===== config.mk =====
export PLATFORM = sky130hd
export DESIGN_NAME = warp_state_table
export DESIGN_NICKNAME = d
export VERILOG_FILES = /design/src/rtl/warp_pkg.sv /design/src/rtl/warp_slot.sv /design/src/rtl/warp_state_table.sv
export SDC_FILE = /design/constraint.sdc
export NUM_CORES = 1
export LEC_CHECK = 0
export CAP_MARGIN = 20
export CELL_PAD_IN_SITES_DETAIL_PLACEMENT = 2
export CELL_PAD_IN_SITES_GLOBAL_PLACEMENT = 2
export CORE_ASPECT_RATIO = 0.6
export CORE_MARGIN = 2
export CORE_UTILIZATION = 30
export CTS_BUF_LIST = sky130_fd_sc_hd__clkbuf_16
export CTS_CLUSTER_SIZE = 25
export DETAILED_ROUTE_END_ITERATION = 12
export GPL_TIMING_DRIVEN = 0
export MAX_ROUTING_LAYER = met4
export PLACE_DENSITY = 0.89
export RECOVER_POWER = 50
export SYNTH_ARGS = -nofsm -noshare
export SYNTH_HDL_FRONTEND = slang
export SYNTH_SLANG_ARGS = --single-unit

===== constraint.sdc =====
create_clock -name clk -period 2.7 [get_ports clk]
set_clock_uncertainty 0.2 [all_clocks]
set_input_delay 0.54 -clock clk [delete_from_list [all_inputs] [get_ports clk]]
set_output_delay 0.54 -clock clk [all_outputs]
set_load 0.005 [all_outputs]

===== src/rtl/warp_pkg.sv =====
// rtl/warp_pkg.sv - shared types and defaults for the warp state table
// Purpose: per-slot state encoding and the default PC increment.
// Ports: none (package).
package warp_pkg;

   typedef enum logic [1:0] {
      IDLE   = 2'b00,
      ACTIVE = 2'b01,
      DONE   = 2'b10
   } warp_state_e;

   localparam int PC_STEP_DEFAULT = 2;

endpackage


===== src/rtl/warp_slot.sv =====
// rtl/warp_slot.sv - state, PC and readiness for one warp slot
// Purpose: IDLE/ACTIVE/DONE state machine with PC and registered readiness
//          for a single warp. Per-slot priority: launch (only when not
//          ACTIVE) > exit > branch > issue.
// Ports:
//   clk, reset        clock, synchronous active-high reset
//   launch, launch_pc launch request addressed to this slot, start PC
//   future_ready      readiness of this warp from the readiness check
//   issue             issue addressed to this slot
//   exit_hit          EXIT addressed to this slot
//   br, br_target     taken branch addressed to this slot, target PC
//   state, pc, ready  registered slot state, PC and readiness
//   issue_bad         combinational: addressed issue is invalid and not
//                     superseded by a higher-priority event
module warp_slot
   import warp_pkg::*;
#(
   parameter int PC_WIDTH = 8,
   parameter int PC_STEP  = PC_STEP_DEFAULT
) (
   input  logic                clk,
   input  logic                reset,
   input  logic                launch,
   input  logic [PC_WIDTH-1:0] launch_pc,
   input  logic                future_ready,
   input  logic                issue,
   input  logic                exit_hit,
   input  logic                br,
   input  logic [PC_WIDTH-1:0] br_target,
   output warp_state_e         state,
   output logic [PC_WIDTH-1:0] pc,
   output logic                ready,
   output logic                issue_bad
);

   warp_state_e         state_next;
   logic [PC_WIDTH-1:0] pc_next;
   logic                ready_next;
   logic                is_active;
   logic                issue_ok;

   always_ff @(posedge clk) begin
      if (reset) begin
         state <= IDLE;
         pc    <= '0;
         ready <= 1'b0;
      end else begin
         state <= state_next;
         pc    <= pc_next;
         ready <= ready_next;
      end
   end

   always_comb begin
      state_next = state;
      pc_next    = pc;
      ready_next = 1'b0;
      issue_bad  = 1'b0;
      is_active  = (state == ACTIVE);
      issue_ok   = issue && is_active && ready;

      if (launch && !is_active) begin
         state_next = ACTIVE;
         pc_next    = launch_pc;
      end else if (exit_hit && is_active) begin
         state_next = DONE;
      end else if (br && is_active) begin
         // Redirect flushes readiness for one cycle.
         pc_next = br_target;
      end else if (issue_ok) begin
         // Natural truncation gives wrap modulo 2^PC_WIDTH.
         pc_next = pc + PC_WIDTH'(PC_STEP);
      end else begin
         ready_next = future_ready && is_active;
      end

      // An issue dropped in favour of exit/branch is not an error.
      if (issue && !issue_ok && !(is_active && (exit_hit || br))) begin
         issue_bad = 1'b1;
      end
   end

endmodule


===== src/rtl/warp_state_table.sv =====
// rtl/warp_state_table.sv - per-warp state/PC/readiness table for a warp scheduler
// Purpose: holds NUM_WARPS warp slots, routes launch/issue/exit/branch events
//          to them and reports PCs, readiness, activity and completion.
// Config:  WARP_BRANCH_EN adds the br_valid/br_id/br_target redirect port.
// Ports:
//   clk, reset                 clock, synchronous active-high reset
//   launch_valid/id/pc         start a warp; launch_ready (comb) when slot not ACTIVE
//   future_ready               per-warp readiness input
//   issue_valid/id             scheduler issued a warp
//   exit_valid/id              warp executed EXIT
//   br_valid/id/target         taken-branch redirect (WARP_BRANCH_EN only)
//   pc_out                     packed per-warp PCs, warp i at [i*PC_WIDTH +: PC_WIDTH]
//   ready_out, active_out      per-warp registered readiness, ACTIVE flags
//   all_done                   no warp ACTIVE and at least one DONE
//   issue_err                  one-cycle pulse after an invalid issue
module warp_state_table
   import warp_pkg::*;
#(
   parameter int NUM_WARPS = 4,
   parameter int PC_WIDTH  = 8,
   parameter int PC_STEP   = PC_STEP_DEFAULT,
   localparam int WID      = $clog2(NUM_WARPS)
) (
   input  logic                          clk,
   input  logic                          reset,
   input  logic                          launch_valid,
   input  logic [WID-1:0]                launch_id,
   input  logic [PC_WIDTH-1:0]           launch_pc,
   output logic                          launch_ready,
   input  logic [NUM_WARPS-1:0]          future_ready,
   input  logic                          issue_valid,
   input  logic [WID-1:0]                issue_id,
   input  logic                          exit_valid,
   input  logic [WID-1:0]                exit_id,
`ifdef WARP_BRANCH_EN
   input  logic                          br_valid,
   input  logic [WID-1:0]                br_id,
   input  logic [PC_WIDTH-1:0]           br_target,
`endif
   output logic [NUM_WARPS*PC_WIDTH-1:0] pc_out,
   output logic [NUM_WARPS-1:0]          ready_out,
   output logic [NUM_WARPS-1:0]          active_out,
   output logic                          all_done,
   output logic                          issue_err
);

   logic                br_v;
   logic [WID-1:0]      br_i;
   logic [PC_WIDTH-1:0] br_t;

`ifdef WARP_BRANCH_EN
   assign br_v = br_valid;
   assign br_i = br_id;
   assign br_t = br_target;
`else
   assign br_v = 1'b0;
   assign br_i = '0;
   assign br_t = '0;
`endif

   warp_state_e          slot_state [NUM_WARPS];
   logic [NUM_WARPS-1:0] slot_bad;
   logic [NUM_WARPS-1:0] done_vec;

   for (genvar i = 0; i < NUM_WARPS; i++) begin : g_slot
      warp_slot #(
         .PC_WIDTH (PC_WIDTH),
         .PC_STEP  (PC_STEP)
      ) u_slot (
         .clk          (clk),
         .reset        (reset),
         .launch       (launch_valid && (launch_id == WID'(i))),
         .launch_pc    (launch_pc),
         .future_ready (future_ready[i]),
         .issue        (issue_valid && (issue_id == WID'(i))),
         .exit_hit     (exit_valid && (exit_id == WID'(i))),
         .br           (br_v && (br_i == WID'(i))),
         .br_target    (br_t),
         .state        (slot_state[i]),
         .pc           (pc_out[i*PC_WIDTH +: PC_WIDTH]),
         .ready        (ready_out[i]),
         .issue_bad    (slot_bad[i])
      );

      assign active_out[i] = (slot_state[i] == ACTIVE);
      assign done_vec[i]   = (slot_state[i] == DONE);
   end

   assign launch_ready = (slot_state[launch_id] != ACTIVE);
   assign all_done     = !(|active_out) && (|done_vec);

   // Only the issued slot can flag, so OR-reduction is the addressed slot's result.
   always_ff @(posedge clk) begin
      if (reset) begin
         issue_err <= 1'b0;
      end else begin
         issue_err <= |slot_bad;
      end
   end

endmodule


==> run metrics <==
status=completed; measured slew at the worst slew-check pin=around 0.75 ns; power density relative to cell area=426 nW/um^2; global-route wire length before repair=19.3 mm; Synth area leaders=dfxtp_1 33%, nand2_1 5.3%, a21oi_1 5.3%; LEAKAGE=around 1.4 nW; Die Y=78.0 um; number of H-tree levels=2; Post-Syn Nets=approximately 370; post-detail-place hpwl=around 8.9 mm; biggest area consumer among synthesized cells=dfxtp_1; via count of the first global-routing pass=3,332; hold wc startpoint=g_slot[2].u_slot.pc[0]; kind of cell adding the most delay to the critical path=simple AND/OR/NAND/NOR gates; detailed-routing iteration count for the pre-antenna-repair pass=5; initial antenna violation count=0; headroom to the max-slew limit=50.1%; via/cell ratio=6.01; Mean Syn Cell Area=roughly 7.9 um^2; Yosys Warn Count=0; synth-to-layout area growth=36.5%; final-layout fill cell count=997; routed wirelength normalized by instance count=23.1 um; clk sink count=45; period utilization=95.0%; maximum number of pins on one net before global-route repair=13; beginning of the worst register-to-register path=g_slot[3].u_slot.state[1]; nature of the critical path startpoint=primary input; leading cell type in the layout, fill and taps excluded=dfxtp_1; logic depth of the worst register-to-register path=5; Port Buffers=between 60 and 70; Critical Path, Cell by Cell=clkdlybuf4s50_1 > or3b_2 > o22ai_1 > nand2_1 > o32ai_1; setup violation total in the final timing report=0; type of the tightest min-delay check=reg2reg; count of flip-flops with a built-in enable after synthesis=0; Diodes inserted=0; Worst EP required=2.70 ns; worst IR drop on VDD=0.214 mV; number of stages on the worst hold path=2; critical path's largest stage delay=0.58 ns; CTS Buf Count=5; share of final-layout standard cells stronger than drive strength 1=9.81%; CP Capture Type=register; total placed cells including tap cells=about 520; total grt overflow=0; timing-limited maximum frequency=0.390 GHz; top cell type's share of synthesized area=between 30% and 40%; Synth Cell Area=about 2700 um^2; Final GP Congestion=0.934; data arrival time at the worst-slack endpoint=2.57 ns; area of the core region=8690 um^2; critical register-to-register path endpoint=g_slot[3].u_slot.pc[2]; DRC violations left=0; setup_tns=0 ns; commonest non-fill, non-tap cells in the layout=42 x dfxtp_1, 38 x nand2_1, 38 x dlygate4sd3_1; Chip Width=127 um; total die area=9930 um^2; global-route usage over all layers=around a quarter; number of violations reported at the end of detailed-routing iteration 0=218; Post-Layout Cell Count=between 500 and 600; portion of the post-synthesis area used by sequential elements=32.9%; number of violations of the max-capacitance limit=0; CTS root buf=clkbuf_16; number of I/O pins=between 60 and 70; minimum clock period=2.56 ns; number of buffer and inverter instances along the worst setup path=1; Reg2Reg Setup Slack=0.56 ns; fraction of registers with async set/reset=0%; maximum fanout encountered on the critical timing path=7; number of distinct standard cells referenced by the synthesized netlist=slightly below 50; TritonCTS clock tree=built; CTS clk-pin slew, worst paths=around 0.07 ns; via count of the routed design=3,183; classification of the worst setup path=in2reg; count of nets after finishing=445; Post-Route WL=12.2 mm; Min-Delay Endpoint=g_slot[2].u_slot.pc[0]; slowest cell on the critical path=or3b_2; Seq cells post-synth=45; number of slew-limit violations in the final report=0; later-pin clock latency in the skew report=0.29 ns; leading register cell type out of synthesis=dfxtp_1; starting utilization of the core area=31.5%; cell count after synthesis=347; Final Hold Violating Endpoints=0; clk buf depth=2; placement row count=26; antenna-violating nets left=0
[worst max path at each step]
stage,from,end,slack [ns],cells after the start
floorplan,launch_id[0],g_slot[1].u_slot.pc[1],0.73,6
global placement,launch_id[0],launch_ready,-0.23,3
detailed placement,launch_id[0],g_slot[3].u_slot.pc[2],-0.33,6
CTS,g_slot[3].u_slot.state[1],launch_ready,0.005,4
global route,launch_id[1],g_slot[0].u_slot.pc[3],-0.003,5
finish,launch_id[1],g_slot[0].u_slot.pc[7],0.14,5
[worst min-delay path, cell delays in order, from the launching register on]
cell and delay [ns]:
dfxtp_1 0.31, nand2_1 0.05, a21oi_1 0.05
[power by group]
group / switching (mW) / internal [mW] / leakage (nW)
Combinational: 0.152 / 0.117 / 0.938
Sequential: 0.0230 / 0.684 / 0.366
Clock: 0.284 / 0.333 / 0.0685
[registers in the layout (all words and copies together) (netlist names)]
register             count
g_slot.u_slot.state      8
issue_err                1
g_slot.u_slot.pc        32
g_slot.u_slot.ready      4
[stage by stage]
| stage | power, mW | hold slack (ns) | util [%] | instance area (um^2) | worst slack [ns] |
|---|---|---|---|---|---|
| floorplan | 0.831 | 0.253 | - | 2740 | 0.728 |
| global placement | 0.966 | 0.248 | 40.5 | 3520 | -0.227 |
| detailed placement | 0.979 | 0.252 | 40.5 | 3520 | -0.329 |
| CTS | 1.59 | 0.264 | 42.7 | 3710 | 0.00450 |
| global route | 1.65 | 0.305 | 43.0 | 3740 | -0.00273 |
| finish | 1.59 | 0.262 | 43.0 | 3740 | 0.136 |
[cell type report]
class	count	area, um^2	area share, %
Clock inverter	2	7.51	0.201
Sequential cell	45	905	24.2
Multi-Input combinational cell	258	1670	44.7
Clock buffer	5	125	3.35
Buffer	26	181	4.85
Inverter	18	67.6	1.81
Tap cell	112	140	3.75
Timing Repair Buffer	64	642	17.2
[Yosys cell counts, drive strengths merged, types with 4 or more instances]
library cell  count
nand3b            4
and3              6
a211oi           14
and2              4
a221oi            5
nor3             11
buf              12
clkbuf           14
nand3            18
nand4             5
o21ai            12
a22oi             5
nand2b            9
a21oi            29
ha                4
nor4              4
a31oi             4
nand2            39
o22ai             7
nor2             15
o2bb2ai           5
inv              18
dfxtp            45
o32ai            12
and3b             7
or4               4
[metal layers]
metal  GRT usage [%]  wire, um  vias up
li1                -         -     1466
met1            36.4      5970     1599
met2            38.9      5490      102
met3            4.09       556       16
met4            6.15       210        0
met5               -         0        -
[logic make-up (layout without fill, tap and decap cells)]
family,after synthesis,after routing,share of synthesized area [%]
mux,4,4,2.06
simple gates,141,141,28.0
compound gates,109,109,27.5
flops,45,45,32.9
fa+ha+maj,4,4,1.83
buf+inv,44,115,7.77
[what timing repair did]
action	4_1_cts	5_1_grt
gates resized for setup	19	9
buffers inserted	0	0
setup endpoints to repair	4	8
hold buffers	0	0
(Power assumes the default switching activity.)
